==> src/rtl/hilo_div_ctrl_pkg.sv <==
// Shared op codes and HI/LO write-select type for the EX-stage HI/LO owner.
package hilo_div_ctrl_pkg;

  localparam logic [7:0] EXE_MTHI_OP  = 8'b00010001;
  localparam logic [7:0] EXE_MTLO_OP  = 8'b00010011;
  localparam logic [7:0] EXE_MULT_OP  = 8'b00011000;
  localparam logic [7:0] EXE_MULTU_OP = 8'b00011001;
  localparam logic [7:0] EXE_DIV_OP   = 8'b00011010;
  localparam logic [7:0] EXE_DIVU_OP  = 8'b00011011;

  typedef enum logic [2:0] {WR_NONE, WR_MUL, WR_DIV, WR_HI, WR_LO} hilo_wr_e;

  function automatic logic is_div_op(input logic [7:0] op);
    return (op == EXE_DIV_OP) || (op == EXE_DIVU_OP);
  endfunction

endpackage

==> src/rtl/hilo_reg.sv <==
// HI/LO architectural registers; one selected source per cycle.
module hilo_reg
  import hilo_div_ctrl_pkg::*;
(
  input  logic        clk,
  input  logic        sclr,
  input  hilo_wr_e    wr_sel,
  input  logic [31:0] src_a,
  input  logic [63:0] mul_result,
  input  logic [63:0] div_result,
  output logic [31:0] hi_o,
  output logic [31:0] lo_o
);

  always_ff @(posedge clk) begin
    if (sclr) begin
      hi_o <= '0;
      lo_o <= '0;
    end else begin
      case (wr_sel)
        WR_MUL:  {hi_o, lo_o} <= mul_result;
        WR_DIV:  {hi_o, lo_o} <= div_result;
        WR_HI:   hi_o <= src_a;
        WR_LO:   lo_o <= src_a;
        default: ;
      endcase
    end
  end

endmodule

==> src/rtl/hilo_div_ctrl.sv <==
// Divide wait/drain sequencer, pipeline stall and HI/LO commit control.
module hilo_div_ctrl
  import hilo_div_ctrl_pkg::*;
#(
  parameter int MAX_DIV_CYCLES = 64,
  parameter int CNT_W          = 7
) (
  input  logic        clk,
  input  logic        sclr,
  input  logic        en,
  input  logic [7:0]  alucontrol,
  input  logic        flush,
  input  logic [31:0] src_a,
  input  logic [63:0] mul_result,
  input  logic        div_ok,
  input  logic [63:0] div_result,
  output logic        stall_o,
  output logic [31:0] hi_o,
  output logic [31:0] lo_o,
  output logic        busy_o,
  output logic        err_o
);

  typedef enum logic [1:0] {IDLE, DIV_WAIT, DRAIN} state_e;

  state_e           state;
  logic [CNT_W-1:0] cnt;
  logic             is_div;
  logic             timeout;
  hilo_wr_e         wr_sel;

  assign is_div  = en & is_div_op(alucontrol);
  assign timeout = (cnt == CNT_W'(MAX_DIV_CYCLES - 1));
  assign busy_o  = (state != IDLE);

  // In DRAIN a new divide must wait until the orphaned result has been consumed.
  always_comb begin
    stall_o = 1'b0;
    case (state)
      IDLE:     stall_o = is_div & ~flush;
      DIV_WAIT: stall_o = ~div_ok & ~flush;
      DRAIN:    stall_o = is_div;
      default:  stall_o = 1'b0;
    endcase
  end

  always_comb begin
    wr_sel = WR_NONE;
    if (state == DIV_WAIT) begin
      if (div_ok && !flush) wr_sel = WR_DIV;
    end else if (en && !flush && !stall_o) begin
      case (alucontrol)
        EXE_MULT_OP, EXE_MULTU_OP: wr_sel = WR_MUL;
        EXE_MTHI_OP:               wr_sel = WR_HI;
        EXE_MTLO_OP:               wr_sel = WR_LO;
        default:                   wr_sel = WR_NONE;
      endcase
    end
  end

  always_ff @(posedge clk) begin
    if (sclr) begin
      state <= IDLE;
      cnt   <= '0;
      err_o <= 1'b0;
    end else begin
      case (state)
        IDLE: if (is_div && !flush) begin
          state <= DIV_WAIT;
          cnt   <= '0;
        end
        DIV_WAIT: begin
          if (flush)        state <= div_ok ? IDLE : DRAIN;
          else if (div_ok)  state <= IDLE;
          else if (timeout) begin
            err_o <= 1'b1;
            state <= DRAIN;
          end else          cnt <= cnt + CNT_W'(1);
        end
        DRAIN:   if (div_ok) state <= IDLE;
        default: state <= IDLE;
      endcase
    end
  end

  hilo_reg u_hilo_reg (
    .clk        (clk),
    .sclr       (sclr),
    .wr_sel     (wr_sel),
    .src_a      (src_a),
    .mul_result (mul_result),
    .div_result (div_result),
    .hi_o       (hi_o),
    .lo_o       (lo_o)
  );

endmodule

==> config.mk <==
export PLATFORM = sky130hd
export DESIGN_NAME = hilo_div_ctrl
export DESIGN_NICKNAME = d
export VERILOG_FILES = /design/src/rtl/hilo_div_ctrl_pkg.sv /design/src/rtl/hilo_reg.sv /design/src/rtl/hilo_div_ctrl.sv
export SDC_FILE = /design/constraint.sdc
export NUM_CORES = 1
export LEC_CHECK = 0
export BUFFER_PORTS_ARGS = -buffer_cell sky130_fd_sc_hd__buf_4
export CAP_MARGIN = 5
export CORE_ASPECT_RATIO = 1.25
export CORE_MARGIN = 1
export CORE_UTILIZATION = 40
export CTS_BUF_LIST = sky130_fd_sc_hd__clkbuf_4
export CTS_CLUSTER_DIAMETER = 150
export CTS_CLUSTER_SIZE = 20
export DETAILED_ROUTE_END_ITERATION = 12
export PLACE_DENSITY = 0.79
export SLEW_MARGIN = 0
export SYNTH_ARGS = -nofsm -noshare
export SYNTH_HDL_FRONTEND = slang
export SYNTH_SLANG_ARGS = --single-unit
==> constraint.sdc <==
create_clock -name clk -period 2 [get_ports clk]
set_clock_uncertainty 0.15 [all_clocks]
set_input_delay 0.1 -clock clk [delete_from_list [all_inputs] [get_ports clk]]
set_output_delay 0.1 -clock clk [all_outputs]
set_load 0.05 [all_outputs]
# Word level (Yosys, flattened, before mapping)
# Index checks and enable logic that the tools add are counted.
# op_classes
addsub,1
eq_ne,19
muxes,19
n_bitwise,5
reduce_logical,16
# op_table
operator,n
$pmux W32 S3,2
$eq A8 B5 Y1 const B,6
$mux W7,4
$mux W2,7
$pmux W7 S2,1
$ne A2 B2 Y1 const B,5
$pmux W3 S3,1
$add A7 B1 Y7 const B,1
$eq A7 B6 Y1 const B,1
$eq A3 B2 Y1 const B,2
$mux W3,2
$pmux W2 S3,1
$reduce_bool A3 Y1,2
$reduce_and A5 Y1,1
$logic_and A1 B1 Y1,4
$ne A4 B4 Y1 const B,1
$reduce_and A4 Y1,1
$reduce_bool A2 Y1,2
$and A1 B1 Y1,3
$eq A3 B1 Y1 const B,1
$eq A3 B3 Y1 const B,1
$pmux W1 S3,1
$reduce_and A3 Y1,1
$eq A2 B1 Y1 const B,1
6 further kinds,8
# word_totals
reg_bits,74
input_bits,173
out_inout_bits,67
word_cells,65

# Logic depth before layout (Yosys ltp)
# depth
ltp_word,11
depth_mapped,8
mapped_depth_nobuf,6

# Hierarchy
# From an unflattened synthesis, not the netlist that was laid out.
# unflattened
cells_unflattened,509
area_unflattened_um2,4166.5
# by_module_without_submodules
mod,n_inst,cells_per_inst,area_each_um2,seq_area_each_um2
hilo_reg,1,434,3494.6,1281.2
hilo_div_ctrl,1,75,671.9,200.2

# Worst setup path before layout
# Ideal clock, no wire load.
# synth_timing
kind,flip-flop to flip-flop
startpoint,register state[1]
endpoint,register cnt[5]
setup_time_ns,0.119
arrival_time_ns,1.765
t_required_ns,1.731
setup_slack_ns,-0.034
stages_incl_launch_ff,7
path_buffers,1
synth_period_minus_slack_ns,2.034
cell_sequence,dfxtp_1 -> or2_2 -> or4_4 -> buf_6 -> a211oi_2 -> xnor2_1 -> nor2_2
# synth_via
elab_chain_cells,3
word_cells_on_any_way,9
cone_classes,eq/ne: 5; mux: 1; reduce/logical: 3
# synth_lines
item,line,source
start: declaration,hilo_div_ctrl.sv:26,state_e state;
start signal: assignment,hilo_div_ctrl.sv:73,if (flush) state <= div_ok ? IDLE : DRAIN;
$eq A2 B1 Y1 / $logic_not A2 Y1 (equally long branches),hilo_div_ctrl.sv:67,case (state)
$ne A2 B2 Y1 (no source line) / $reduce_bool A2 Y1 (equally long branches),--,
$reduce_and A5 Y1 (no source line),--,
end signal: assignment,hilo_div_ctrl.sv:78,end else cnt <= cnt + CNT_W'(1);
end: declaration,hilo_div_ctrl.sv:27,logic [CNT_W-1:0] cnt;
# Several ways; a longest one is shown, not always the timed one.
# A chain may end at the register's enable or synchronous reset.

# Final worst setup path
# layout_timing
startpoint,register state[0]
endpoint,register u_hilo_reg.lo_o[15]
# layout_via
elab_chain_cells,8
word_cells_on_any_way,13
cone_classes,eq/ne: 5; mux: 4; reduce/logical: 4
# layout_lines
item,line,source
"$eq A2 B2 Y1, or another cell as far along",hilo_div_ctrl.sv:39,case (state)
$pmux W1 S3,hilo_div_ctrl.sv:39,
$logic_not A1 Y1,hilo_div_ctrl.sv:51,end else if (en && !flush && !stall_o) begin
$logic_and A1 B1 Y1,hilo_div_ctrl.sv:51,
$mux W3,hilo_div_ctrl.sv:51,
$mux W3 *,hilo_div_ctrl.sv:49,if (state == DIV_WAIT) begin
"$eq A3 B3 Y1, or another cell as far along",hilo_reg.sv:20,case (wr_sel)
$pmux W32 S3 / $reduce_bool A3 Y1 (equally long branches),--,
end signal: assignment,hilo_reg.sv:21,"WR_MUL: {hi_o, lo_o} <= mul_result;"
end signal: assignment,hilo_reg.sv:22,"WR_DIV: {hi_o, lo_o} <= div_result;"
end signal: assignment,hilo_reg.sv:24,WR_LO: lo_o <= src_a;
end: declaration,hilo_reg.sv:12,output logic [31:0] lo_o
# Every way passes the cells marked *; elsewhere a longest branch is shown, timed or not.

==> metrics.md <==
| Metric | Value |
|---|---|
| Outcome | finished with violations |
| Failing checks | negative hold slack, negative setup slack |
| Post-CTS Hold Fix Bufs | 162 |
| Final hold slack | -0.06791 ns |
| Worst Slack Setup Final | -0.4571 ns |
| Critical Path End | u_hilo_reg.lo_o[15]$_SDFFE_PP0P_ |
| Reg2reg end | u_hilo_reg.lo_o[15]$_SDFFE_PP0P_ |
| FF/Latch Area | 0.001486 mm² |
| Pre-CTS setup slack | -0.2352 ns |
| # IOs | 240 |
| Initial antenna violation count | 9 |
| RePlAce Congestion | 0.8886 |
| Mapped Cells | 471 |
| Clk slew on worst S/H paths | 0.13 ns |
| DR pass1 iterations | 10 |
| Worst IR Drop VDD | 0.0004286 V |
| Clock Latency Late Sink | 0.48 ns |
| Worst setup path start | state[0]$_SDFFE_PP0P_ |
| Final Slew Violations | 0 |
| Mapped cell area | 0.003799 mm² |
| Initial Util | 41.41% |
| Max Freq | 407.0 MHz |
| Sink Count | 74 |
| Max FO, Critical Path | 23 |
| Fin. Hold Viols | 2 |
| Reg2reg path depth | 7 |
| FF-to-FF Start | state[0]$_SDFFE_PP0P_ |
| FP Rows | 39 |
| Maximum number of pins on one net before global-route repair | 65 |
| Slew headroom | 43.03% |
| Die ar. | 0.009893 mm² |
| Hold path start | alucontrol[6] |
| Sequential element share of the synthesized area | 39.00% |
| Fin crit share | 122.9% |
| Worst Hold Class | in -> reg |
| Buffers on Ports | 239 |
| MaxCap Viol Count | 0 |
| CTS tree | done |
| Placed Area | 0.005808 mm² |
| RSZ-0062 raised after global routing | true |
| Post-synth EDFFs | 0 |
| Synth warn | 0 |
| Lkg Pwr | 3.273 nW |
| Number of vias per cell | 6.659 |
| Core area | 0.009174 mm² |
| Routed length per placed instance | 27.51 µm |
| Post-route antenna net violation count | 0 |
| DRT Wirelength | 27.84 mm |
| Crit path kind | reg -> reg |
| Filler cell count | 346 |
| P&R area growth vs syn | 116.4% |
| GRT Total Usage | 47.11% |
| Global-route wire length before repair | 34.29 mm |
| CP endpoint kind | flip-flop |
| DIE WIDTH | 89.16 µm |
| Area of the multi-input gates | 0.002525 mm² |
| CP startpoint kind | flip-flop |
| Final Setup Violations | 30 |
| HPWL after DPL | 11.07 mm |
| Grt total ovfl | 0 |
| Worst R2R Setup Slack | -0.46 ns |
| Syn Area/Cell | 8.065 µm² |
| Worst EP arrival | 2.65 ns |
| DRT iter0 DRCs | 1164 |
| Final instance area | 0.008219 mm² |
| Synth async-reset ratio | 0% |
| H-tree depth | 3 |
| CTS buffer count | 9 |
| Worst slew pin tran | 0.8457 ns |
| Die height | 111.0 µm |
| Tmin final | 2.457 ns |
| Clock Tree Buf Depth | 2 |
| Vias | 6739 |
| Req. time, crit path | 2.19 ns |
| Layout Nets | 1049 |
| Synth Net Count | 645 |
| CTS Root Cell | clkbuf_4 |
| Share of cells above drive strength 1 | 43.69% |
| Cell Pwr Density | 383.9 mW/mm² |
| Yosys cell types | 41 |
| Synth Flop Type | dfxtp_1 |
| Remaining DRCs | 0 |
| Number of global-route vias before repair | 6283 |
| Yosys reg bits | 74 |
-- cells by family (layout without fill, tap and decap cells) --
kind of cell | after synthesis | after routing | share of synthesized area (%)
compound gates | 175 | 175 | 33.27
simple gates | 168 | 168 | 20.39
flops | 74 | 74 | 39.00
buf+inv | 48 | 456 | 5.863
xor+xnor | 5 | 5 | 1.153
fa+ha+maj | 1 | 1 | 0.3293
other cells | 0 | 10 | 0
-- synthesized netlist by cell type (all sizes together), types with 3 or more instances --
library cell,count,area share (%)
a211oi,67,13
a21oi,5,0.66
a22oi,32,6.3
buf,19,3.0
clkbuf,28,2.8
dfxtp,74,39
nand2,69,6.8
nand2b,4,0.66
nand3,3,0.40
nor2,42,4.3
nor3,34,4.6
o21ai,33,4.3
o2bb2ai,32,7.4
xnor2,5,1.2
-- worst min-delay path by stage --
stage	endpoint	cells past startpoint	slack, ns
finish	state[0]$_SDFFE_PP0P_	4	-0.07
floorplan	state[1]$_SDFFE_PP0P_	1	0.03
detailed placement	state[1]$_SDFFE_PP0P_	2	0.16
CTS	state[0]$_SDFFE_PP0P_	4	-0.06
global placement	state[1]$_SDFFE_PP0P_	2	0.15
global route	state[0]$_SDFFE_PP0P_	4	-0.09
-- worst max-delay path: stages (launching register included) --
cell and delay (ns):
dfxtp_2 0.35, nor2b_4 0.13, buf_4 0.15, nor4_1 0.26, nand3b_1 0.13, buf_4 0.24, o21ai_0 0.70, a211oi_1 0.21
-- power by group --
part	total (W)	switching (W)	internal (W)	leakage, nW
registers	0.00148	0.00000444	0.00148	0.597
logic	0.000785	0.000320	0.000466	2.62
clock network	0.000888	0.000621	0.000267	0.0579
-- sequential cells by signal, summed over array words and instances (netlist names) --
name and count:
u_hilo_reg.hi_o 32, err_o 1, cnt 7, state 2
u_hilo_reg.lo_o 32
-- through the flow --
| step | std cells | TNS, ns | utilization (%) | power [W] |
|---|---|---|---|---|
| 3_5_place_dp | 810 | -7.779 | 63.31 | 0.001926 |
| 6_report | 1012 | -1.831 | 89.59 | 0.003155 |
| 4_1_cts | 992 | -0.01148 | 84.04 | 0.002960 |
| 5_1_grt | 1011 | -3.811 | 89.57 | 0.003220 |
| 3_3_place_gp | 810 | -4.158 | 63.31 | 0.001922 |
| 2_1_floorplan | 471 | 0 | - | 0.001604 |
-- timing repair --
item	in CTS	in global routing
endpoints found under the hold margin	67	1
setup buffers	4	6
cloned	2	5
resized for setup	27	81
setup endpoints to repair	43	67
pin swaps	11	24
-- placed cells by master (no fill, tap or decap), drive strengths merged, types with 2 or more instances in the layout --
master       Yosys  routed
nand3b           2       2
a211oi          67      67
dfxtp           74      74
xnor2            5       5
clkinv           0       3
o2bb2ai         32      32
a22oi           32      32
nor2            42      42
nand2b           4       4
nor4             2       2
nor4b            2       2
buf             19     275
diode            0      10
clkbuf          28      14
nand3            3       3
o21ai           33      33
nand2           69      69
or4              2       2
a21oi            5       5
or4b             2       2
nor3            34      34
dlygate4sd3      0     162
a21o             2       2
-- per-layer routing --
layer  global-route usage (%)  vias to the layer above  routed length (µm)  share of wire [%]
li1                         -                     2566                   -                  -
met4                    37.67                        6                2859                 10
met1                    47.43                     3030                8611                 31
met5                    7.386                        -                 114               0.41
met3                    25.32                      318                4099                 15
met2                    69.77                      819               12160                 44
-- area by class of cell --
class / count / share of cell area (%)
Inverter: 1 / 0.04567
Clock buffer: 11 / 1.005
Timing Repair Buffer: 440 / 47.72
Tap cell: 123 / 1.872
Multi-Input combinational cell: 349 / 30.72
Clock inverter: 4 / 0.2436
Antenna cell: 10 / 0.3045
Sequential cell: 74 / 18.09
(Power assumes the default switching activity.)
